**src/rtl/prio_rr_arbiter_8.sv**
```systemverilog
// rtl/prio_rr_arbiter_8.sv - 8-requester arbiter with registered one-hot grant, hold timeout and rotating priority
// Optional feature macro: ARB_ROUND_ROBIN_EN (defined: rotating pointer; undefined: fixed highest-index priority)
module prio_rr_arbiter_8 #(
    parameter int N        = 8,
    parameter int IDW      = 3,
    parameter int MAX_HOLD = 15
) (
    input  logic           clk,
    input  logic           rst,
    input  logic [N-1:0]   req,
    input  logic           done,
    output logic [N-1:0]   gnt,
    output logic [IDW-1:0] gnt_id,
    output logic           gnt_valid,
    output logic           timeout
);

    typedef enum logic {IDLE, GRANT} state_t;

    localparam logic [7:0] HOLD_LIMIT = 8'(MAX_HOLD);

    state_t         state_q, state_d;
    logic [N-1:0]   gnt_q, gnt_d;
    logic [IDW-1:0] id_q, id_d;
    logic [7:0]     hold_q, hold_d;
    logic           timeout_q, timeout_d;
    logic [7:0]     hold_inc;
    logic [IDW-1:0] ptr;
    logic           win_found;
    logic [IDW-1:0] win_id;
    logic           release_now;

`ifdef ARB_ROUND_ROBIN_EN
    logic [IDW-1:0] ptr_q, ptr_d;
    assign ptr = ptr_q;
`else
    assign ptr = {IDW{1'b1}};
`endif

    // Descending scan from ptr; index arithmetic wraps naturally at IDW bits.
    always_comb begin
        win_found = 1'b0;
        win_id    = '0;
        for (int i = 0; i < N; i++) begin
            if (!win_found && req[ptr - IDW'(i)]) begin
                win_found = 1'b1;
                win_id    = ptr - IDW'(i);
            end
        end
    end

    assign hold_inc    = hold_q + 8'd1;
    assign release_now = done || !req[id_q] || (hold_inc == HOLD_LIMIT);

    always_comb begin
        state_d   = state_q;
        gnt_d     = gnt_q;
        id_d      = id_q;
        hold_d    = hold_q;
        timeout_d = 1'b0;
`ifdef ARB_ROUND_ROBIN_EN
        ptr_d     = ptr_q;
`endif
        case (state_q)
            IDLE: begin
                if (win_found) begin
                    state_d = GRANT;
                    gnt_d   = {{(N-1){1'b0}}, 1'b1} << win_id;
                    id_d    = win_id;
                    hold_d  = '0;
`ifdef ARB_ROUND_ROBIN_EN
                    ptr_d   = win_id - IDW'(1);
`endif
                end
            end
            GRANT: begin
                hold_d = hold_inc;
                if (release_now) begin
                    state_d   = IDLE;
                    gnt_d     = '0;
                    id_d      = '0;
                    hold_d    = '0;
                    // Only a pure hold-limit release counts as a timeout.
                    timeout_d = !done && req[id_q];
                end
            end
            default: state_d = IDLE;
        endcase
    end

    always_ff @(posedge clk or posedge rst) begin
        if (rst) begin
            state_q   <= IDLE;
            gnt_q     <= '0;
            id_q      <= '0;
            hold_q    <= '0;
            timeout_q <= 1'b0;
`ifdef ARB_ROUND_ROBIN_EN
            ptr_q     <= {IDW{1'b1}};
`endif
        end else begin
            state_q   <= state_d;
            gnt_q     <= gnt_d;
            id_q      <= id_d;
            hold_q    <= hold_d;
            timeout_q <= timeout_d;
`ifdef ARB_ROUND_ROBIN_EN
            ptr_q     <= ptr_d;
`endif
        end
    end

    assign gnt       = gnt_q;
    assign gnt_id    = id_q;
    assign gnt_valid = |gnt_q;
    assign timeout   = timeout_q;

endmodule

```
**config.mk**
```make
export PLATFORM = sky130hd
export DESIGN_NAME = prio_rr_arbiter_8
export DESIGN_NICKNAME = d
export VERILOG_FILES = /design/src/rtl/prio_rr_arbiter_8.sv
export SDC_FILE = /design/constraint.sdc
export NUM_CORES = 1
export LEC_CHECK = 0
export CAP_MARGIN = 0
export CORE_MARGIN = 4
export CORE_UTILIZATION = 30
export DETAILED_ROUTE_END_ITERATION = 12
export PLACE_DENSITY_LB_ADDON = 0.08
export RECOVER_POWER = 100
export SETUP_SLACK_MARGIN = 0.3
export SLEW_MARGIN = 5
export SYNTH_ARGS = -nofsm -noshare
export SYNTH_HDL_FRONTEND = slang
export SYNTH_SLANG_ARGS = --single-unit
```
**constraint.sdc**
```tcl
create_clock -name clk -period 4.34 [get_ports clk]
set_input_delay 0.651 -clock clk [delete_from_list [all_inputs] [get_ports clk]]
set_output_delay 0.651 -clock clk [all_outputs]
set_load 0.005 [all_outputs]
```
==> qor.csv, run 1 <==
stage,metric,value,unit
yosys,synthFlopType,dfrtp_1,
cts,clock_path_buffers,2,
worst_setup_path,critPathLaunch,req[6],
yosys,syn_area,0.00120,mm2
cells_and_area,syn_to_final_growth,23.6,%
yosys,synth_top_area_share,43.7,%
floorplan,pin_count,24,
worst_setup_path,worstSetupStartpointType,input port,
worst_setup_path,endpoint_kind,register,
cts,cts_buffers,3,
detailed_routing,drt_iter0_drc,58,
hold_path,hold_path.class,reg -> reg,
cells_and_area,fin_cells,189,
floorplan,core,0.00377,mm2
yosys,yosysWarnings,0,
cts,path_clk_slew,0.08,ns
worst_setup_path,crit_type,in -> reg,
power,total_power,0.600,mW
cts,cts_root_buf,clkbuf_8,
global_route,grt_start_max_net_pins,22,
sta,clock.fmax,296,MHz
sta,timing.final.crit_share,77.8,%
power,power.leakage,0.653,nW
power,powerDensity,403,mW/mm2
sta,maxSlewViolCount,0,
detailed_routing,wl_per_cell,15.0,um
sta,slew_headroom,5.39,%
detailed_routing,firstDrtPassIters,4,
hold_path,worstHoldStart,gnt[4],
cts,cts_tree,yes,
global_route,antenna_found_initial,0,
detailed_routing,viasPerCell,5.29,
worst_setup_path,critPathMaxStageDelay,1.11,ns
sta,hold_viol,0,
yosys,ys_ff_latch,21,
job,maxCapViolations,0,
yosys,synth_edf_count,0,
yosys,synth_largest_area_cell,dfrtp_1,
cells_and_area,drive_above_1_share,9.93,%
yosys,synth_cell_types,43,
yosys,syn_nets,131,
cts,post-cts-setup-buffer-count,0,
floorplan,dieHeight,71.3,um
detailed_routing,wl,2830,um
worst_setup_path,cp_slowest_cell,nor4_1,
worst_setup_path,rrSetupSlack,1.48,ns
status,status,completed,
yosys,yosysSeqAreaShare,43.7,%
sta,worst_pin_slew,1.41,ns
detailed_routing,post-route-drc-count,0,
global_route,grt_pass1_wl,4860,um
worst_setup_path,critical_path.top_delay_family,simple AND/OR/NAND/NOR gates,
global_route,grt_pass1_vias,1032,
yosys,netlist_instances,118,
sta,skew,0.00832,ns
yosys,syn_avg_cell_area,10.2,um2
cells_and_area,antenna_cells,0,
worst_setup_path,crit_fanout,11,
global_route,grt.total_usage,11.8,%
cts,clk_latency,0.26,ns
detailed_routing,route.vias.total,999,
detailed_routing,drtAntennaViolNets,0,
cts,cts-resized-gates,0,
sta,min_period,3.38,ns
floorplan,dieArea,0.00509,mm2
worst_setup_path,cp.required,4.49,ns
floorplan,floorplan.initialDensity,31.9,%
cts,cts.htree.levels,1,
sta,setup_viol,0,
yosys,synth_area_leaders,"dfrtp_1 44%, a22o_1 6.6%, nand2_1 3.4%",
yosys,async_flop_share,100,%
cells_and_area,final_nets,155,
power,peakVddDrop,0.279,mV
global_route,overflow,0,
worst_setup_path,rr_startpoint,gnt_id[0],
placement,gp_congestion,0.719,
placement,port_buffers,23,
sta,rsz0062_at_grt,false,
placement,hpwl,2070,um
worst_setup_path,path_cells,"dlygate4sd3_1, mux4_2, nor2b_1, nor4_1, o22a_2, mux2_2",
cts,cts_hold_buf,0,
worst_setup_path,arrival,3.53,ns
cts,cts.sinks,21,
sta,fin_setup_tns,0,ns
placement,dp_cells,185,
floorplan,fp.dieW,71.3,um
worst_setup_path,cp_num_buf_inv,1,
floorplan,rows,22,
==> layer usage <==
metal / part of all wire [%] / GRT usage (%)
met1: 47 / 15.1
met2: 50 / 20.3
met3: 2.5 / 2.95
met4: 0.67 / 2.51
met5: 0 / 0
==> worst register-to-register path: stages (launching register included) <==
cell and delay [ns]:
dfrtp_1 0.45, mux4_2 0.36, nor2b_1 0.05, nor4_1 1.11, o22a_2 0.43, mux2_2 0.36
==> registers in the layout (all words and copies together) (netlist names) <==
register,count
gnt,8
gnt_id,3
hold_q,8
state_q,1
timeout,1
==> cell type report <==
cell class	instances	area (um2)
clock buffers	3	41.3
well taps	48	60.1
multi-input cells	86	598
inverters	6	22.5
fillers	379	2280
flip-flops and latches	21	526
repair buffers	24	234
clock inverters	1	5.00
==> power breakdown <==
| group | total [mW] | internal, mW | switching [mW] |
|---|---|---|---|
| Clock | 0.132 | 0.0640 | 0.0683 |
| Combinational | 0.190 | 0.103 | 0.0877 |
| Sequential | 0.277 | 0.228 | 0.0490 |
| Total | 0.600 | 0.395 | 0.205 |
==> per-stage QoR <==
step | setup WS [ns] | cell area, um2 | util [%] | hold slack [ns]
floorplan | 2.04 | 1200 | - | 0.497
global placement | 1.31 | 1460 | 38.8 | 0.502
detailed placement | 1.27 | 1460 | 38.8 | 0.496
CTS | 1.56 | 1510 | 40.0 | 0.525
global route | 0.694 | 1490 | 39.4 | 0.559
finish | 0.963 | 1490 | 39.4 | 0.519
==> worst paths after layout <==
| path | endpoint | cells after the start |
|---|---|---|
| min in group asynchronous | gnt[2] | 2 |
| max | gnt[0] | 6 |
| max in group asynchronous | gnt[0] | 2 |
| min reg2reg | gnt[4] | 1 |
| min | gnt[4] | 1 |
| max reg2reg | gnt[0] | 5 |
==> synth_stat cells, types with 3 or more instances <==
cell / number
inv_1: 6
nand2_1: 11
a22o_1: 9
mux2i_1: 3
nand3_1: 5
nor3_1: 4
nor4_1: 3
or2_2: 3
nor2_1: 6
dfrtp_1: 21
a21oi_1: 3
o21ai_0: 4
==> kinds of logic (layout without fill, tap and decap cells) <==
family	Yosys count	in the layout	synth area share (%)
AO/OA/AOI/OAI	31	31	19.7
AND/OR/NAND/NOR	46	46	22.8
adder cells (fa/ha/maj)	2	2	2.08
buffers and inverters	11	34	4.99
flip-flops	21	21	43.7
multiplexers	5	5	5.31
XOR/XNOR	2	2	1.46
==> layout by cell type (no fill, tap or decap), types with 4 or more instances in the layout <==
cell type	instances
dfrtp_1	21
dlygate4sd3_1	15
nand2_1	11
a22o_1	9
clkdlybuf4s50_1	8
inv_1	6
nor2_1	6
nand3_1	5
nor4_1	4
nor3_1	4
o21ai_0	4
No activity file was read; power rests on OpenSTA's default activity.
==> run 2: changes to the inputs <==
- clock period: 4.34 -> 3.22 ns (I/O delays scaled with it)
==> run 2 against run 1 <==
Setup slack got worse by 0.48 ns. Non-clock buffer count increased by 1. Cell area increased by 1.2%. Sequential share of layout area decreased by 0.41 points. Flip-flop and latch count unchanged. Utilization increased by 0.46 points. Critical path type unchanged.
==> qor.csv, run 2 (synthesis gave the netlist of run 1 again) <==
stage,metric,value,unit,change
status,status,completed,,
worst_setup_path,critPathLaunch,req[6],,
worst_setup_path,critPathMaxStageDelay,0.56,ns,-0.55 ns
worst_setup_path,endpoint_kind,register,,
sta,min_period,2.73,ns,
cells_and_area,final_common_cell,dfrtp_1,,
sta,hold_viol,0,,unchanged
floorplan,pin_count,24,,unchanged
global_route,grt_start_max_net_pins,22,,unchanged
floorplan,fp.dieW,71.3,um,unchanged
sta,fin_setup_tns,0,ns,unchanged
sta,worst_pin_slew,0.861,ns,-0.545 ns
worst_setup_path,crit_fanout,11,,unchanged
global_route,antenna_found_initial,0,,unchanged
worst_setup_path,reg2reg_depth,5,,unchanged
cells_and_area,drive_above_1_share,12.0,%,+2.0 points
hold_path,worstHoldStart,gnt[4],,
cts,cts-resized-gates,0,,unchanged
global_route,grt_pass1_wl,5130,um,+5.5%
sta,maxSlewViolCount,0,,unchanged
global_route,grt.total_usage,12.4,%,+0.60 points
placement,port_buffers,23,,unchanged
sta,rsz0062_at_grt,false,,
cts,path_clk_slew,0.07,ns,about the same
detailed_routing,post-route-drc-count,0,,unchanged
placement,gp_congestion,0.727,,+1.2%
detailed_routing,drt_iter0_drc,75,,+29%
worst_setup_path,timing.rr.end,hold_q[2],,
cts,post-cts-setup-buffer-count,0,,unchanged
worst_setup_path,cp_slowest_cell,or4_4,,
sta,holdWs,0.535,ns,+0.0168 ns
floorplan,dieArea,0.00509,mm2,unchanged
power,powerDensity,545,mW/mm2,+35%
job,maxCapViolations,0,,unchanged
sta,slew_headroom,42.1,%,+37 points
worst_setup_path,rrSetupSlack,0.81,ns,-0.67 ns
cts,cts_hold_buf,0,,unchanged
cts,cts_root_buf,clkbuf_8,,
worst_setup_path,worstSetupStartpointType,input port,,
floorplan,rows,22,,unchanged
cells_and_area,syn_to_final_growth,25.1,%,
detailed_routing,route.vias.total,970,,-2.9%
power,peakVddDrop,0.222,mV,-20%
cts,cts_tree,yes,,
floorplan,floorplan.initialDensity,31.9,%,unchanged
cts,cts_buffers,3,,unchanged
detailed_routing,viasPerCell,5.11,,-3.4%
cts,cts.htree.levels,1,,unchanged
sta,setup_viol,0,,unchanged
sta,skew,0.0146,ns,+0.00630 ns
hold_path,holdPathEnd,gnt[4],,
floorplan,dieHeight,71.3,um,unchanged
worst_setup_path,crit_type,in -> reg,,
worst_setup_path,arrival,2.88,ns,-0.65 ns
cells_and_area,final_nets,156,,+0.65%
detailed_routing,firstDrtPassIters,4,,unchanged
cells_and_area,antenna_cells,0,,unchanged
placement,hpwl,2060,um,-0.46%
hold_path,min_path_cells,1,,unchanged
worst_setup_path,path_cells,"clkdlybuf4s50_1, or4_4, nor4b_1, clkbuf_1, or3_1, o22a_2, mux2_2",,
detailed_routing,wl_per_cell,15.0,um,+0.14%
sta,clock.fmax,366,MHz,
cells_and_area,fin_cells,190,,+0.53%
cts,clk_latency,0.27,ns,about the same
detailed_routing,drtAntennaViolNets,0,,unchanged
sta,timing.final.crit_share,84.9,%,
placement,place_area,0.00147,mm2,+0.51%
global_route,grt_pass1_vias,1049,,+1.6%
worst_setup_path,cp.required,3.36,ns,-1.13 ns
power,power.leakage,0.660,nW,+1.1%
cells_and_area,final_util,39.9,%,+0.46 points
global_route,overflow,0,,unchanged
cts,clock_path_buffers,2,,unchanged
detailed_routing,wl,2850,um,+0.67%
cells_and_area,finalInstanceArea,0.00150,mm2,+1.2%
cells_and_area,final_cell_mix,"21 x dfrtp_1, 14 x dlygate4sd3_1, 11 x nand2_1, 9 x a22o_1, 9 x clkdlybuf4s50_1",,
worst_setup_path,rr_startpoint,gnt_id[0],,
hold_path,hold_path.class,reg -> reg,,
placement,dp_cells,186,,+0.54%
floorplan,core,0.00377,mm2,unchanged
cts,cts.sinks,21,,unchanged
[run 2: cell type report]
class / count / area (um2)
timing repair buffer: 25 / 241
clock buffer: 3 / 41.3
fill: 375 / 2270
clock inverter: 1 / 5.00
inverter: 6 / 22.5
multi-input combinational: 86 / 608
sequential: 21 / 526
tap: 48 / 60.1
[run 2: critical path: cells and delay by family]
family                 cells  cell delay [ns]
buffers and inverters      2             0.91
AND/OR/NAND/NOR            3             1.02
AO/OA/AOI/OAI              1             0.13
multiplexers               1             0.33
[run 2: where the power goes]
group / total (mW) / switching [mW] / internal [mW]
sequential: 0.373 / 0.0661 / 0.307
clock: 0.175 / 0.0890 / 0.0862
combinational: 0.271 / 0.125 / 0.147
[run 2: worst max-delay path by stage]
| stage | endpoint | slack [ns] | depth (start not counted) |
|---|---|---|---|
| after global placement | gnt[0] | 0.51 | 7 |
| after floorplan | gnt[0] | 1.09 | 5 |
| after global routing | hold_q[2] | 0.28 | 6 |
| after detailed placement | gnt[0] | 0.46 | 7 |
| final | gnt[0] | 0.49 | 7 |
| after CTS | gnt[0] | 0.74 | 7 |
[run 2: stage by stage]
stage,setup slack (ns),power (mW)
after floorplan,1.09,0.541
after global placement,0.507,0.680
after detailed placement,0.464,0.679
after CTS,0.739,0.862
after global routing,0.276,0.887
final,0.485,0.820
[run 2: metal layers]
| layer | track usage, % | part of all wire [%] | vias to the layer above |
|---|---|---|---|
| met5 | 0 | 0 | - |
| met4 | 3.76 | 0.60 | 0 |
| met3 | 2.81 | 2.4 | 2 |
| met2 | 20.3 | 48 | 12 |
| met1 | 16.4 | 49 | 470 |
| li1 | - | - | 486 |
